===== src/rtl/crop_engine.sv =====
// Streams a rectangular window of a BMP-style source image into a destination
// memory, rewriting the width/height header fields and padding each output row.
module crop_engine #(
    parameter int unsigned SRC_W     = 256,
    parameter int unsigned SRC_H     = 256,
    parameter int unsigned CH        = 3,
    parameter int unsigned HDR_BYTES = 54,
    parameter int unsigned PAD_ROWS  = 1,
    parameter int unsigned RD_LAT    = 1,
    parameter int unsigned ADDR_W    = 20,
    parameter int unsigned COORD_W   = 16
) (
    input  logic               CLOCK_50,
    input  logic [3:0]         KEY,
    input  logic               start,
    input  logic [COORD_W-1:0] x0,
    input  logic [COORD_W-1:0] y0,
    input  logic [COORD_W-1:0] w,
    input  logic [COORD_W-1:0] h,
    output logic               rd_en,
    output logic [ADDR_W-1:0]  rd_addr,
    input  logic [7:0]         rd_data,
    output logic               wr_en,
    output logic [ADDR_W-1:0]  wr_addr,
    output logic [7:0]         wr_data,
    output logic               busy,
    output logic               done,
    output logic               err,
    output logic [COORD_W-1:0] out_w,
    output logic [COORD_W-1:0] out_h
);

    typedef enum logic [2:0] {S_IDLE, S_CHECK, S_HDR, S_ROW, S_DRAIN, S_DONE} state_t;

    typedef struct packed {
        logic              valid;
        logic              use_rd;
        logic [7:0]        sub;
        logic [ADDR_W-1:0] addr;
    } pipe_t;

    localparam logic [ADDR_W-1:0] HDR_LAST = ADDR_W'(HDR_BYTES - 1);
    localparam logic [ADDR_W-1:0] W_FIELD  = ADDR_W'(18);
    localparam logic [ADDR_W-1:0] H_FIELD  = ADDR_W'(22);
    localparam logic [ADDR_W-1:0] F_END    = ADDR_W'(26);
    localparam logic [ADDR_W-1:0] ROW_STEP = ADDR_W'(SRC_W * CH);

    logic rst_n;
    logic unused_keys;
    assign rst_n       = KEY[3];
    assign unused_keys = ^KEY[2:0];

    state_t              state_q, state_d;
    logic [COORD_W-1:0]  x0_q, y0_q, w_q, h_q, out_w_q, out_h_q, row_r;
    logic                err_q;
    logic [ADDR_W-1:0]   dst_ptr, col_b, src_row;
    logic [2:0]          dcnt;
    pipe_t [RD_LAT:0]    pipe_q;

    logic                bad, accept, row_end, is_field;
    logic [31:0]         rem_w, rem_h, fld_val;
    logic [COORD_W-1:0]  clamp_w, clamp_h;
    logic [ADDR_W-1:0]   src_start, row_bytes, row_bytes_p3, stride, fld_off;
    logic [7:0]          fld_byte;
    logic                iss_valid, iss_rd, iss_use;
    logic [7:0]          iss_sub;
    logic [ADDR_W-1:0]   iss_src;
    pipe_t               iss_entry;

    assign bad     = (32'(x0_q) >= SRC_W) || (32'(y0_q) >= SRC_H) || (w_q == '0) || (h_q == '0);
    assign rem_w   = SRC_W - 32'(x0_q);
    assign rem_h   = SRC_H - 32'(y0_q);
    assign clamp_w = (32'(w_q) < rem_w) ? w_q : COORD_W'(rem_w);
    assign clamp_h = (32'(h_q) < rem_h) ? h_q : COORD_W'(rem_h);

    assign src_start    = ADDR_W'(HDR_BYTES)
                        + (ADDR_W'(y0_q) * ADDR_W'(SRC_W) + ADDR_W'(x0_q)) * ADDR_W'(CH);
    assign row_bytes    = ADDR_W'(out_w_q) * ADDR_W'(CH);
    assign row_bytes_p3 = row_bytes + ADDR_W'(3);
    assign stride       = (PAD_ROWS != 0) ? {row_bytes_p3[ADDR_W-1:2], 2'b00} : row_bytes;

    // Header bytes 18..25 carry the clamped size as two little-endian 32-bit words.
    assign is_field = (dst_ptr >= W_FIELD) && (dst_ptr < F_END);
    assign fld_off  = dst_ptr - W_FIELD;
    assign fld_val  = (dst_ptr >= H_FIELD) ? 32'(out_h_q) : 32'(out_w_q);
    assign fld_byte = 8'(fld_val >> {fld_off[1:0], 3'b000});

    always_comb begin
        // NOTE: every output of this block gets a default first, so no path infers a latch.
        state_d   = state_q;
        accept    = 1'b0;
        iss_valid = 1'b0;
        iss_rd    = 1'b0;
        iss_use   = 1'b0;
        iss_sub   = '0;
        iss_src   = '0;
        row_end   = 1'b0;
        case (state_q)
            S_IDLE, S_DONE: begin
                if (start) begin
                    state_d = S_CHECK;
                    accept  = 1'b1;
                end
            end
            S_CHECK: state_d = bad ? S_DRAIN : S_HDR;
            S_HDR: begin
                iss_valid = 1'b1;
                iss_rd    = 1'b1;
                iss_src   = dst_ptr;
                if (is_field) iss_sub = fld_byte;
                else          iss_use = 1'b1;
                if (dst_ptr == HDR_LAST) state_d = S_ROW;
            end
            S_ROW: begin
                iss_valid = 1'b1;
                if (col_b < row_bytes) begin
                    iss_rd  = 1'b1;
                    iss_use = 1'b1;
                    iss_src = src_row + col_b;
                end
                row_end = (col_b == stride - ADDR_W'(1));
                if (row_end && (row_r == out_h_q - COORD_W'(1))) state_d = S_DRAIN;
            end
            S_DRAIN: if (dcnt == 3'(RD_LAT)) state_d = S_DONE;
            default: state_d = S_IDLE;
        endcase
    end

    assign iss_entry = '{valid: iss_valid, use_rd: iss_use, sub: iss_sub, addr: dst_ptr};

    always_ff @(posedge CLOCK_50 or negedge rst_n) begin
        if (!rst_n) state_q <= S_IDLE;
        else        state_q <= state_d;
    end

    always_ff @(posedge CLOCK_50 or negedge rst_n) begin
        if (!rst_n) begin
            x0_q    <= '0;
            y0_q    <= '0;
            w_q     <= '0;
            h_q     <= '0;
            out_w_q <= '0;
            out_h_q <= '0;
            row_r   <= '0;
            err_q   <= 1'b0;
            dst_ptr <= '0;
            col_b   <= '0;
            src_row <= '0;
            dcnt    <= '0;
            rd_en   <= 1'b0;
            rd_addr <= '0;
            // NOTE: the delay pipe holds valid bits, so it is reset like any control flop.
            pipe_q  <= '0;
        end else begin
            // NOTE: non-blocking throughout, so every flop sees pre-edge values of the others.
            rd_en  <= iss_rd;
            if (iss_rd) rd_addr <= iss_src;
            pipe_q <= {pipe_q[RD_LAT-1:0], iss_entry};
            if (iss_valid) dst_ptr <= dst_ptr + ADDR_W'(1);
            case (state_q)
                S_IDLE, S_DONE: begin
                    if (accept) begin
                        x0_q  <= x0;
                        y0_q  <= y0;
                        w_q   <= w;
                        h_q   <= h;
                        err_q <= 1'b0;
                    end
                end
                S_CHECK: begin
                    dst_ptr <= '0;
                    col_b   <= '0;
                    row_r   <= '0;
                    src_row <= src_start;
                    if (bad) begin
                        err_q   <= 1'b1;
                        out_w_q <= '0;
                        out_h_q <= '0;
                        dcnt    <= 3'(RD_LAT);
                    end else begin
                        out_w_q <= clamp_w;
                        out_h_q <= clamp_h;
                        dcnt    <= '0;
                    end
                end
                S_ROW: begin
                    if (row_end) begin
                        col_b   <= '0;
                        row_r   <= row_r + COORD_W'(1);
                        src_row <= src_row + ROW_STEP;
                    end else begin
                        col_b <= col_b + ADDR_W'(1);
                    end
                end
                S_DRAIN: dcnt <= dcnt + 3'd1;
                default: ;
            endcase
        end
    end

    assign wr_en   = pipe_q[RD_LAT].valid;
    assign wr_addr = pipe_q[RD_LAT].addr;
    assign wr_data = pipe_q[RD_LAT].use_rd ? rd_data : pipe_q[RD_LAT].sub;
    assign busy    = (state_q == S_CHECK) || (state_q == S_HDR) || (state_q == S_ROW)
                   || (state_q == S_DRAIN);
    assign done    = (state_q == S_DONE);
    assign err     = err_q;
    assign out_w   = out_w_q;
    assign out_h   = out_h_q;

endmodule

===== config.mk =====
export PLATFORM = sky130hd
export DESIGN_NAME = crop_engine
export DESIGN_NICKNAME = d
export VERILOG_FILES = /design/src/rtl/crop_engine.sv
export SDC_FILE = /design/constraint.sdc
export NUM_CORES = 1
export LEC_CHECK = 0
export CORE_MARGIN = 2
export CORE_UTILIZATION = 40
export CTS_CLUSTER_SIZE = 10
export DETAILED_ROUTE_END_ITERATION = 8
export GPL_TIMING_DRIVEN = 0
export PLACE_DENSITY = 0.56
export SYNTH_ARGS = -nofsm -noshare
export SYNTH_HDL_FRONTEND = slang
export SYNTH_SLANG_ARGS = --single-unit

===== constraint.sdc =====
create_clock -name CLOCK_50 -period 15 [get_ports CLOCK_50]
set_input_delay 1.5 -clock CLOCK_50 [delete_from_list [all_inputs] [get_ports CLOCK_50]]
set_output_delay 1.5 -clock CLOCK_50 [all_outputs]
set_load 0.03 [all_outputs]

==> run metrics, run 1 <==
Syn Std Cell Area=17610 sq um; cells after synthesis=1854; final setup fails=0; Antenna diodes=0; Slew Limit Fails=0; VDD IR-drop max=0.2643 mV; Setup crit end kind=register; placer congestion estimate=0.9247; post-CTS sizing=0; I/O Pins=163; final core utilization=0.4831; Worst-Skew Late Latency=0.58 ns; PnR worst setup slack=8.755 ns; post-synthesis simple-gate area fraction=0.1694; min-delay worst type=register to register; Post-CTS Hold Fix Bufs=0; clock sink count=260; Critical Path Start Type=register; max cap viols=0; starting density of the core=0.4069; vias in the first global route=13990; first drt pass iteration count=5; P_leak=9.381 nW; DRC Markers=0; crit path kind=register to register; Seq/Total Area, Yosys=0.3696; row count=76; Max transition margin=0.2428; total track usage=0.2261; final setup TNS=0 ns; HPWL Detailed=40510 um; Yosys reg bits=260; Via density=5.464; syn nets=2079; Port Buffers=159; H-tree Lvls=1; Post-DRT Antenna Nets=0; largest cells by area after synthesis=dfrtp_1, ha_1, xnor2_1, mux2_2, nand2_1; layout cell share with drive strength beyond 1=0.09515; core box area=43270 sq um; Clk pin slew, worst setup/hold paths=0.06 ns; fin crit share=0.4163; clk buf depth=3; TritonCTS clock tree=yes; compound-cell area share of the yosys netlist=0.1669; Main synth FF type=dfrtp_1; Num CTS Buffers=31; Post-CTS Setup Inserts=0; drt wl/cell=19.46 um; minimum clock period=6.245 ns; FILL cells=4153; Worst-Margin Slew=1.122 ns; skew final=0.01587 ns; Final Hold Fails=0; nets=2275; status=completed; RSZ-0062 raised after global routing=no; Syn-to-layout area delta=18.73%; CTS root buf=clkbuf_16; Yosys cell types=99; post-synthesis adder-cell area fraction=0.1062; Die X=213.8 um; top cell type's share of synthesized area=0.3696; multiplexer area fraction after synthesis=0.05906; DR vias=14450; largest family of logic cells by synthesized area=simple AND/OR/NAND/NOR gates; Max Freq=0.1601 GHz; Overflow after GRT=0; power per cell area=205.9 nW/um^2; antenna violations before repair=0; Synth area leader=dfrtp_1; initial drt markers=1060; yosys warns=0; Post-synth EDFFs=0; Die ar.=45710 sq um; Mean Syn Cell Area=9.496 sq um; fraction of registers with async set/reset=1.000; r2r setup slk=8.75 ns; Post-Synth XOR/XNOR Area=0.08137; crit path DAT=6.71 ns; first-pass GRT wire length=80390 um; routed wire length=51470 um; Max FO, Critical Path=10; pin count of the biggest net entering global routing=120; pre-CTS WS=8.830 ns; Required @ worst endpoint=15.46 ns; Die Ht=213.8 um
-- where the power goes --
part	switching [W]	total (W)	internal, W	leakage (nW)
registers	0.000188	0.00105	0.000865	3.43
clock network	0.000285	0.000690	0.000405	0.439
logic	0.00146	0.00256	0.00111	5.51
-- synthesized netlist by cell type, types with 9 or more instances --
cell         n
a2111oi_0   10
a211oi_1    12
a21o_1      33
a21oi_1     82
a221o_1     21
a22o_1      14
a31oi_1     13
and3_1      27
buf_4       22
clkbuf_1    48
dfrtp_1    260
ha_1       143
inv_1      103
mux2_2      63
mux2i_1     15
nand2_1    145
nand2b_1    16
nand3_1     52
nand3b_1    10
nand4_1     17
nor2_1     138
nor2b_1     24
nor3_1      48
nor4_1      27
o211ai_1     9
o21a_1      15
o21ai_0     96
o21ai_1     14
o21bai_1    17
o22ai_1     15
or3_1       12
xnor2_1     99
xor2_1      59
-- flip-flops by register name, indices dropped and copies added, names as in the netlist, 3 cells and up --
| signal | flops |
|---|---|
| pipe_q | 39 |
| col_b | 20 |
| dst_ptr | 20 |
| rd_addr | 20 |
| src_row | 20 |
| wr_addr | 20 |
| h_q | 16 |
| out_h | 16 |
| out_w | 16 |
| row_r | 16 |
| w_q | 16 |
| x0_q | 16 |
| y0_q | 16 |
| dcnt | 3 |
| state_q | 3 |
-- worst max-delay path: stages, from the launching register on --
cell and delay [ns]:
dfrtp_1 0.55, ha_1 0.25, inv_1 0.06, fa_1 0.41
xnor2_2 0.26, inv_2 0.11, nor3_2 0.24, o311ai_0 0.41
nor3_1 0.47, a22oi_1 0.23, o22ai_1 0.34, o21ai_0 0.26
nor3_1 0.58, a21oi_1 0.13, a2111oi_0 0.41, nor4b_2 0.29
nand3_1 0.22, nor2_2 0.32, buf_4 0.26, a31oi_1 0.09
a41o_1 0.23
-- cells in the final DEF, fill, tap and decap left out, drive strengths merged, types with 6 or more instances in the layout --
| cell type | synthesis | final |
|---|---|---|
| nand2b | 16 | 16 |
| nor3b | 9 | 9 |
| nand3 | 54 | 54 |
| ha | 143 | 143 |
| mux4 | 8 | 8 |
| nor2b | 24 | 24 |
| xor2 | 59 | 59 |
| nor4 | 31 | 31 |
| a21oi | 83 | 83 |
| a31oi | 14 | 14 |
| inv | 107 | 108 |
| a21o | 33 | 33 |
| nor2 | 142 | 142 |
| mux2 | 63 | 63 |
| or4 | 10 | 10 |
| o21bai | 18 | 18 |
| o21a | 15 | 15 |
| nand4 | 18 | 18 |
| nor3 | 51 | 51 |
| o211ai | 9 | 9 |
| nor4b | 6 | 6 |
| a2111oi | 11 | 11 |
| xnor2 | 102 | 102 |
| a22o | 14 | 14 |
| dfrtp | 260 | 260 |
| and3 | 27 | 27 |
| o22ai | 16 | 16 |
| a221o | 21 | 21 |
| o21ai | 111 | 111 |
| clkbuf | 49 | 89 |
| clkdlybuf4s50 | 0 | 158 |
| buf | 39 | 44 |
| or3 | 12 | 12 |
| mux2i | 15 | 15 |
| nand2 | 146 | 146 |
| nand3b | 10 | 10 |
| and2 | 8 | 8 |
| a211oi | 14 | 14 |
| o31ai | 8 | 8 |
-- cells by family (layout without fill, tap and decap cells) --
group	after synthesis	count (layout)
XOR/XNOR	161	161
buffers and inverters	196	402
AO/OA/AOI/OAI	428	428
adder cells (fa/ha/maj)	147	147
flip-flops	260	260
AND/OR/NAND/NOR	576	576
multiplexers	86	86
-- cell type report --
class / instances / area [sq um] / share of cell area
buffer: 88 / 431.7 / 0.02065
timing repair buffer: 163 / 1668 / 0.07979
inverter: 108 / 405.4 / 0.01939
sequential: 260 / 6506 / 0.3112
tap: 585 / 732.0 / 0.03502
multi-input combinational: 1398 / 10270 / 0.4912
clock inverter: 3 / 43.79 / 0.002095
clock buffer: 40 / 849.6 / 0.04064
-- layer usage --
layer | wire, um | track usage | share of wire | vias up
li1 | - | - | - | 7064
met1 | 23910 | 0.3137 | 0.46 | 6939
met2 | 23990 | 0.3752 | 0.47 | 373
met3 | 2203 | 0.02402 | 0.043 | 76
met4 | 1368 | 0.06274 | 0.027 | 0
met5 | 0 | 0 | 0 | -
-- stage by stage --
stage	total power, W	hold slack, ns	cell area [sq um]	instances
after floorplan	0.002866	0.3312	17610	1854
after global placement	0.003537	0.3324	19930	2598
after detailed placement	0.003586	0.3347	20010	2602
after CTS	0.004305	0.3468	20900	2645
after global routing	0.004658	0.3519	20900	2645
final	0.004305	0.3444	20900	2645
-- path summary, 6_finish.rpt --
path	end	startpoint	depth (start not counted)
setup / recovery	row_r[13]	out_w[0]	20
hold / removal	wr_addr[7]	pipe_q[7]	0
setup reg to reg	row_r[13]	out_w[0]	20
hold reg to reg	wr_addr[7]	pipe_q[7]	0
max in group asynchronous	y0_q[13]	KEY[3]	2
min in group asynchronous	wr_addr[18]	KEY[3]	1
Power figures use the tool's default switching activity.
==> inputs of run 2 (changes only) <==
clock period = 6.2 ns   (was 15 ns; I/O delays follow)
==> run metrics, run 2 (synthesis results as in run 1) <==
status=completed; DR vias=14490 (+0.28%); TritonCTS clock tree=yes; Die X=213.8 um (unchanged); layout cell share with drive strength beyond 1=0.1002 (+0.005096); Post-DRT Antenna Nets=0 (unchanged); H-tree Lvls=1 (unchanged); routed wire length=51440 um (about the same); pre-CTS WS=0.02975 ns (-8.800 ns); max FFs per register=39 (unchanged); Setup crit end kind=register; minimum clock period=5.928 ns (-0.3175 ns); PnR worst setup slack=0.2723 ns (-8.483 ns); clock sink count=260 (unchanged); power per cell area=495.9 nW/um^2 (+140%); HPWL Detailed=40510 um (unchanged); crit path DAT=6.39 ns (-0.32 ns); Worst-Skew Late Latency=0.58 ns (about the same); core box area=43270 sq um (unchanged); antenna violations before repair=0 (unchanged); Num CTS Buffers=31 (unchanged); Required @ worst endpoint=6.66 ns (-8.80 ns); VDD IR-drop max=0.6397 mV (+140%); most frequent cells in the layout=dfrtp_1, clkdlybuf4s50_1, nand2_1; Max FO, Critical Path=10 (unchanged); fin crit share=0.9561 (+0.5397); row count=76 (unchanged); Max Freq=0.1687 GHz (+5.4%); Die ar.=45710 sq um (unchanged); most common cell after layout, fill and taps aside=dfrtp_1; Worst-Margin Slew=1.144 ns (+0.02276 ns); final setup fails=0 (unchanged); CTS root buf=clkbuf_16; Syn-to-layout area delta=19.28%; Max transition margin=0.2316 (-0.01117); area of the multi-input gates=10320 sq um (+0.50%); Critical Path Start Type=register; Die Ht=213.8 um (unchanged); FILL cells=4152 (-0.024%); Via density=5.469 (about the same); I/O Pins=163 (unchanged); skew final=0.01864 ns (+0.002775 ns); Reg area=6509 sq um (about the same); initial drt markers=1040 (-1.9%); placer congestion estimate=0.9247 (unchanged); first drt pass iteration count=6 (+1); max cap viols=0 (unchanged); min-delay worst type=register to register; pin count of the biggest net entering global routing=120 (unchanged); DRC Markers=0 (unchanged); Antenna diodes=0 (unchanged); crit path kind=register to register; first-pass GRT wire length=80400 um (about the same); starting density of the core=0.4069 (unchanged); Port Buffers=159 (unchanged); Final Hold Fails=0 (unchanged); register with the most flip-flops=pipe_q; Overflow after GRT=0 (unchanged); drt wl/cell=19.41 um (-0.24%); RSZ-0062 raised after global routing=no; total track usage=0.2261 (about the same); clk buf depth=3 (unchanged); vias in the first global route=14000 (+0.0071%); Clk pin slew, worst setup/hold paths=0.06 ns (about the same); Slew Limit Fails=0 (unchanged); final setup TNS=0 ns (unchanged); nets=2280 (+0.22%); P_leak=9.404 nW (+0.24%)
==> run 2: cell count changes in the layout (fill, tap and decap cells not counted), sizes merged <==
cell         change
buf              +3
clkbuf           +1
dlygate4sd3      +1
==> run 2: final timing paths <==
path                       startpoint           to  slack (ns)  cells after the start
max                          out_w[0]    row_r[13]        0.27                     19
min                         pipe_q[7]   wr_addr[7]        0.34                      0
max reg2reg                  out_w[0]    row_r[13]        0.27                     19
min reg2reg                 pipe_q[7]   wr_addr[7]        0.34                      0
max in group asynchronous      KEY[3]     y0_q[13]        4.75                      3
min in group asynchronous      KEY[3]  wr_addr[18]        0.51                      2
==> run 2: metal layers <==
layer | vias up | share of wire | GRT usage
met2 | 395 | 0.47 | 0.3753
met5 | - | 0 | 0
met4 | 0 | 0.027 | 0.06274
li1 | 7069 | - | -
met3 | 76 | 0.045 | 0.02402
met1 | 6952 | 0.46 | 0.3137
==> run 2: power breakdown <==
part           internal (W)  total [W]  switching (W)  leakage [nW]
logic               0.00268    0.00620        0.00352          5.53
registers           0.00209    0.00255       0.000454          3.43
clock network      0.000980    0.00167       0.000689         0.439
total               0.00575     0.0104        0.00466          9.40
==> run 2: layout make-up <==
type                            instances  area share
Tap cell                              585     0.03485
Multi-Input combinational cell       1398      0.4914
Clock buffer                           40     0.04046
Inverter                              108     0.01930
Sequential cell                       260      0.3099
Buffer                                 88     0.02067
Timing Repair Buffer                  168     0.08133
Clock inverter                          3    0.002085
==> run 2: critical path, cell delays in order, from the launching register on <==
cell       delay (ns)
dfrtp_2          0.47
ha_1             0.22
inv_1            0.06
fa_1             0.41
nand2b_1         0.24
a21oi_2          0.22
o22ai_4          0.13
xnor2_2          0.44
nand3_2          0.26
or4_4            0.55
or4_4            0.52
a211oi_4         0.32
o21ai_0          0.16
a2111oi_1        0.47
nor4b_2          0.27
nand3_1          0.25
nor2_4           0.24
buf_4            0.23
a31oi_1          0.09
a41o_1           0.23
==> run 2: repair_timing <==
action,CTS,global route
endpoints found under the setup margin,2,49
hold endpoints to repair,37,0
hold buffers,1,0
resized for setup,1,13
pin swaps,0,2
buffers inserted,0,4
==> run 2: through the flow <==
stage	std cells	utilization	power, W	area, sq um	hold slack (ns)
floorplan	1854	-	0.006934	17610	0.3244
global placement	2598	0.4606	0.008557	19930	0.3324
detailed placement	2602	0.4625	0.008676	20010	0.3347
CTS	2646	0.4835	0.01042	20920	0.3468
global route	2650	0.4854	0.01127	21000	0.3519
finish	2650	0.4854	0.01041	21000	0.3444
==> inputs of run 3 (changes only) <==
clock period = 6.65 ns   (was 6.2 ns; I/O delays follow)
==> run metrics, run 3 (synthesis results as in run 1) <==
status=completed; routed wire length=51310 um (-0.26%); Final Hold Fails=0 (unchanged); clk buf depth=3 (unchanged); Max transition margin=0.2403 (+0.008666); Critical Path Start Type=register; nets=2276 (-0.18%); Top delay family on crit path=simple AND/OR/NAND/NOR gates; power per cell area=463.6 nW/um^2 (-6.5%); Port Buffers=159 (unchanged); Max FO, Critical Path=10 (unchanged); hold path startpoint=pipe_q[7]; VDD IR-drop max=0.5926 mV (-7.4%); RSZ-0062 raised after global routing=no; CTS root buf=clkbuf_16; max cap viols=0 (unchanged); clock sink count=260 (unchanged); DRC Markers=0 (unchanged); R2R Path Start=out_w[0]; final setup TNS=0 ns (unchanged); Required @ worst endpoint=7.12 ns (+0.46 ns); crit-path cells=ha_1, inv_1, fa_1, xnor2_2, inv_2, nor3_2, o311ai_0, nor4_4, nand4_2, nor4_2, nor4b_4, mux2i_1, o21ai_0, a2111oi_0, nor4b_2, nand3_1, nor2_2, buf_4, a31oi_1, a41o_1; row count=76 (unchanged); I/O Pins=163 (unchanged); crit-path max cell delay=0.55 ns (about the same); CP startpoint=out_w[0]; minimum clock period=6.172 ns (+0.2446 ns); RR Endpoint=row_r[13]; Antenna diodes=0 (unchanged); Worst-Margin Slew=1.125 ns (-0.01906 ns); pin count of the biggest net entering global routing=120 (unchanged); FF-to-FF path depth=20 (+1); starting density of the core=0.4069 (unchanged); Post-CTS Setup Inserts=0 (unchanged); H-tree Lvls=1 (unchanged); Syn-to-layout area delta=18.82%; Clk pin slew, worst setup/hold paths=0.06 ns (about the same); Overflow after GRT=0 (unchanged); Worst-Skew Late Latency=0.58 ns (about the same); drt wl/cell=19.39 um (-0.11%); Post-DRT Antenna Nets=0 (unchanged); first-pass GRT wire length=80400 um (unchanged); antenna violations before repair=0 (unchanged); Die ar.=45710 sq um (unchanged); hold path cells=0 (unchanged); crit path kind=register to register; TritonCTS clock tree=yes; Max Freq=0.1620 GHz (-4.0%); Setup crit end kind=register; skew final=0.01939 ns (+0.0007486 ns); WP buf/inv=3 (+1); vias in the first global route=13990 (-0.0071%); HPWL Detailed=40510 um (unchanged); crit path DAT=6.64 ns (+0.25 ns); final setup fails=0 (unchanged); Via density=5.441 (-0.50%); register with the most flip-flops=pipe_q; WHS Endpoint=wr_addr[7]; placer congestion estimate=0.9247 (unchanged); Die Ht=213.8 um (unchanged); max FFs per register=39 (unchanged); slowest stage cell, crit path=dfrtp_1; fin crit share=0.9282 (-0.02791); initial drt markers=1091 (+4.9%); design area=20920 sq um (-0.39%); most frequent cells in the layout=dfrtp_1, clkdlybuf4s50_1, nand2_1; most common cell after layout, fill and taps aside=dfrtp_1; first drt pass iteration count=5 (-1); P_leak=9.386 nW (-0.19%); Slew Limit Fails=0 (unchanged); Cell Area, Placed=20010 sq um (unchanged); core box area=43270 sq um (unchanged); min-delay worst type=register to register; layout cell share with drive strength beyond 1=0.09558 (-0.004657); Die X=213.8 um (unchanged); r2r setup slk=0.48 ns (+0.21 ns); Num CTS Buffers=31 (unchanged); DR vias=14400 (-0.65%); total track usage=0.2261 (unchanged)
run 3: cell types whose count changed in the layout (fill, tap and decap cells not counted), moves of 2 or more:
cell	previous run	this run
buf_4	26	22
dfrtp_1	258	260
dfrtp_2	2	0
nor3_1	45	47
nor3_2	6	4
run 3: through the flow:
| step | utilization | cells | hold slack, ns | power [W] | setup WS [ns] |
|---|---|---|---|---|---|
| after floorplan | - | 1854 | 0.3312 | 0.006465 | 1.457 |
| after global placement | 0.4606 | 2598 | 0.3324 | 0.007978 | -6.375 |
| after global routing | 0.4835 | 2646 | 0.3519 | 0.01051 | 0.02541 |
| after CTS | 0.4834 | 2646 | 0.3468 | 0.009712 | 0.4407 |
| after detailed placement | 0.4625 | 2602 | 0.3347 | 0.008089 | 0.4798 |
| final | 0.4835 | 2646 | 0.3444 | 0.009699 | 0.4776 |
run 3: how the worst max path moves through the flow:
stage | to | slack (ns) | depth (start not counted)
after floorplan | row_r[8] | 1.46 | 20
after global routing | row_r[5] | 0.03 | 22
final | row_r[13] | 0.48 | 20
after detailed placement | row_r[13] | 0.48 | 20
after CTS | src_row[18] | 0.44 | 19
after global placement | y0_q[9] | -6.37 | 1
run 3: timing repair:
action	in CTS	in global routing
resized for setup	0	1
endpoints found under the hold margin	37	0
setup endpoints to repair	0	1
hold buffers	1	0
run 3: cell type report:
cell class / instances / area (sq um)
fillers: 4151 / 22350
multi-input cells: 1398 / 10270
flip-flops and latches: 260 / 6506
repair buffers: 164 / 1678
clock buffers: 40 / 849.6
well taps: 585 / 732.0
plain buffers: 88 / 431.7
inverters: 108 / 405.4
clock inverters: 3 / 43.79
run 3: where the power goes:
group | internal (W) | switching, W | leakage (nW)
Combinational | 0.00250 | 0.00327 | 5.51
Clock | 0.000913 | 0.000642 | 0.439
Sequential | 0.00195 | 0.000426 | 3.43
Total | 0.00536 | 0.00434 | 9.39
run 3: per-layer routing:
metal | wire (um) | part of all wire | GRT usage | vias up
met3 | 2384 | 0.046 | 0.02402 | 74
met2 | 23870 | 0.47 | 0.3753 | 362
met5 | 0 | 0 | 0 | -
li1 | - | - | - | 7070
met1 | 23680 | 0.46 | 0.3137 | 6892
met4 | 1368 | 0.027 | 0.06274 | 0
run 3: worst reg2reg max path, stage by stage (launching register included):
cell,delay [ns]
dfrtp_1,0.55
ha_1,0.25
inv_1,0.06
fa_1,0.41
xnor2_2,0.27
inv_2,0.11
nor3_2,0.24
o311ai_0,0.41
nor4_4,0.40
nand4_2,0.31
nor4_2,0.32
nor4b_4,0.36
mux2i_1,0.31
o21ai_0,0.14
a2111oi_0,0.53
nor4b_2,0.29
nand3_1,0.21
nor2_2,0.32
buf_4,0.26
a31oi_1,0.09
a41o_1,0.23
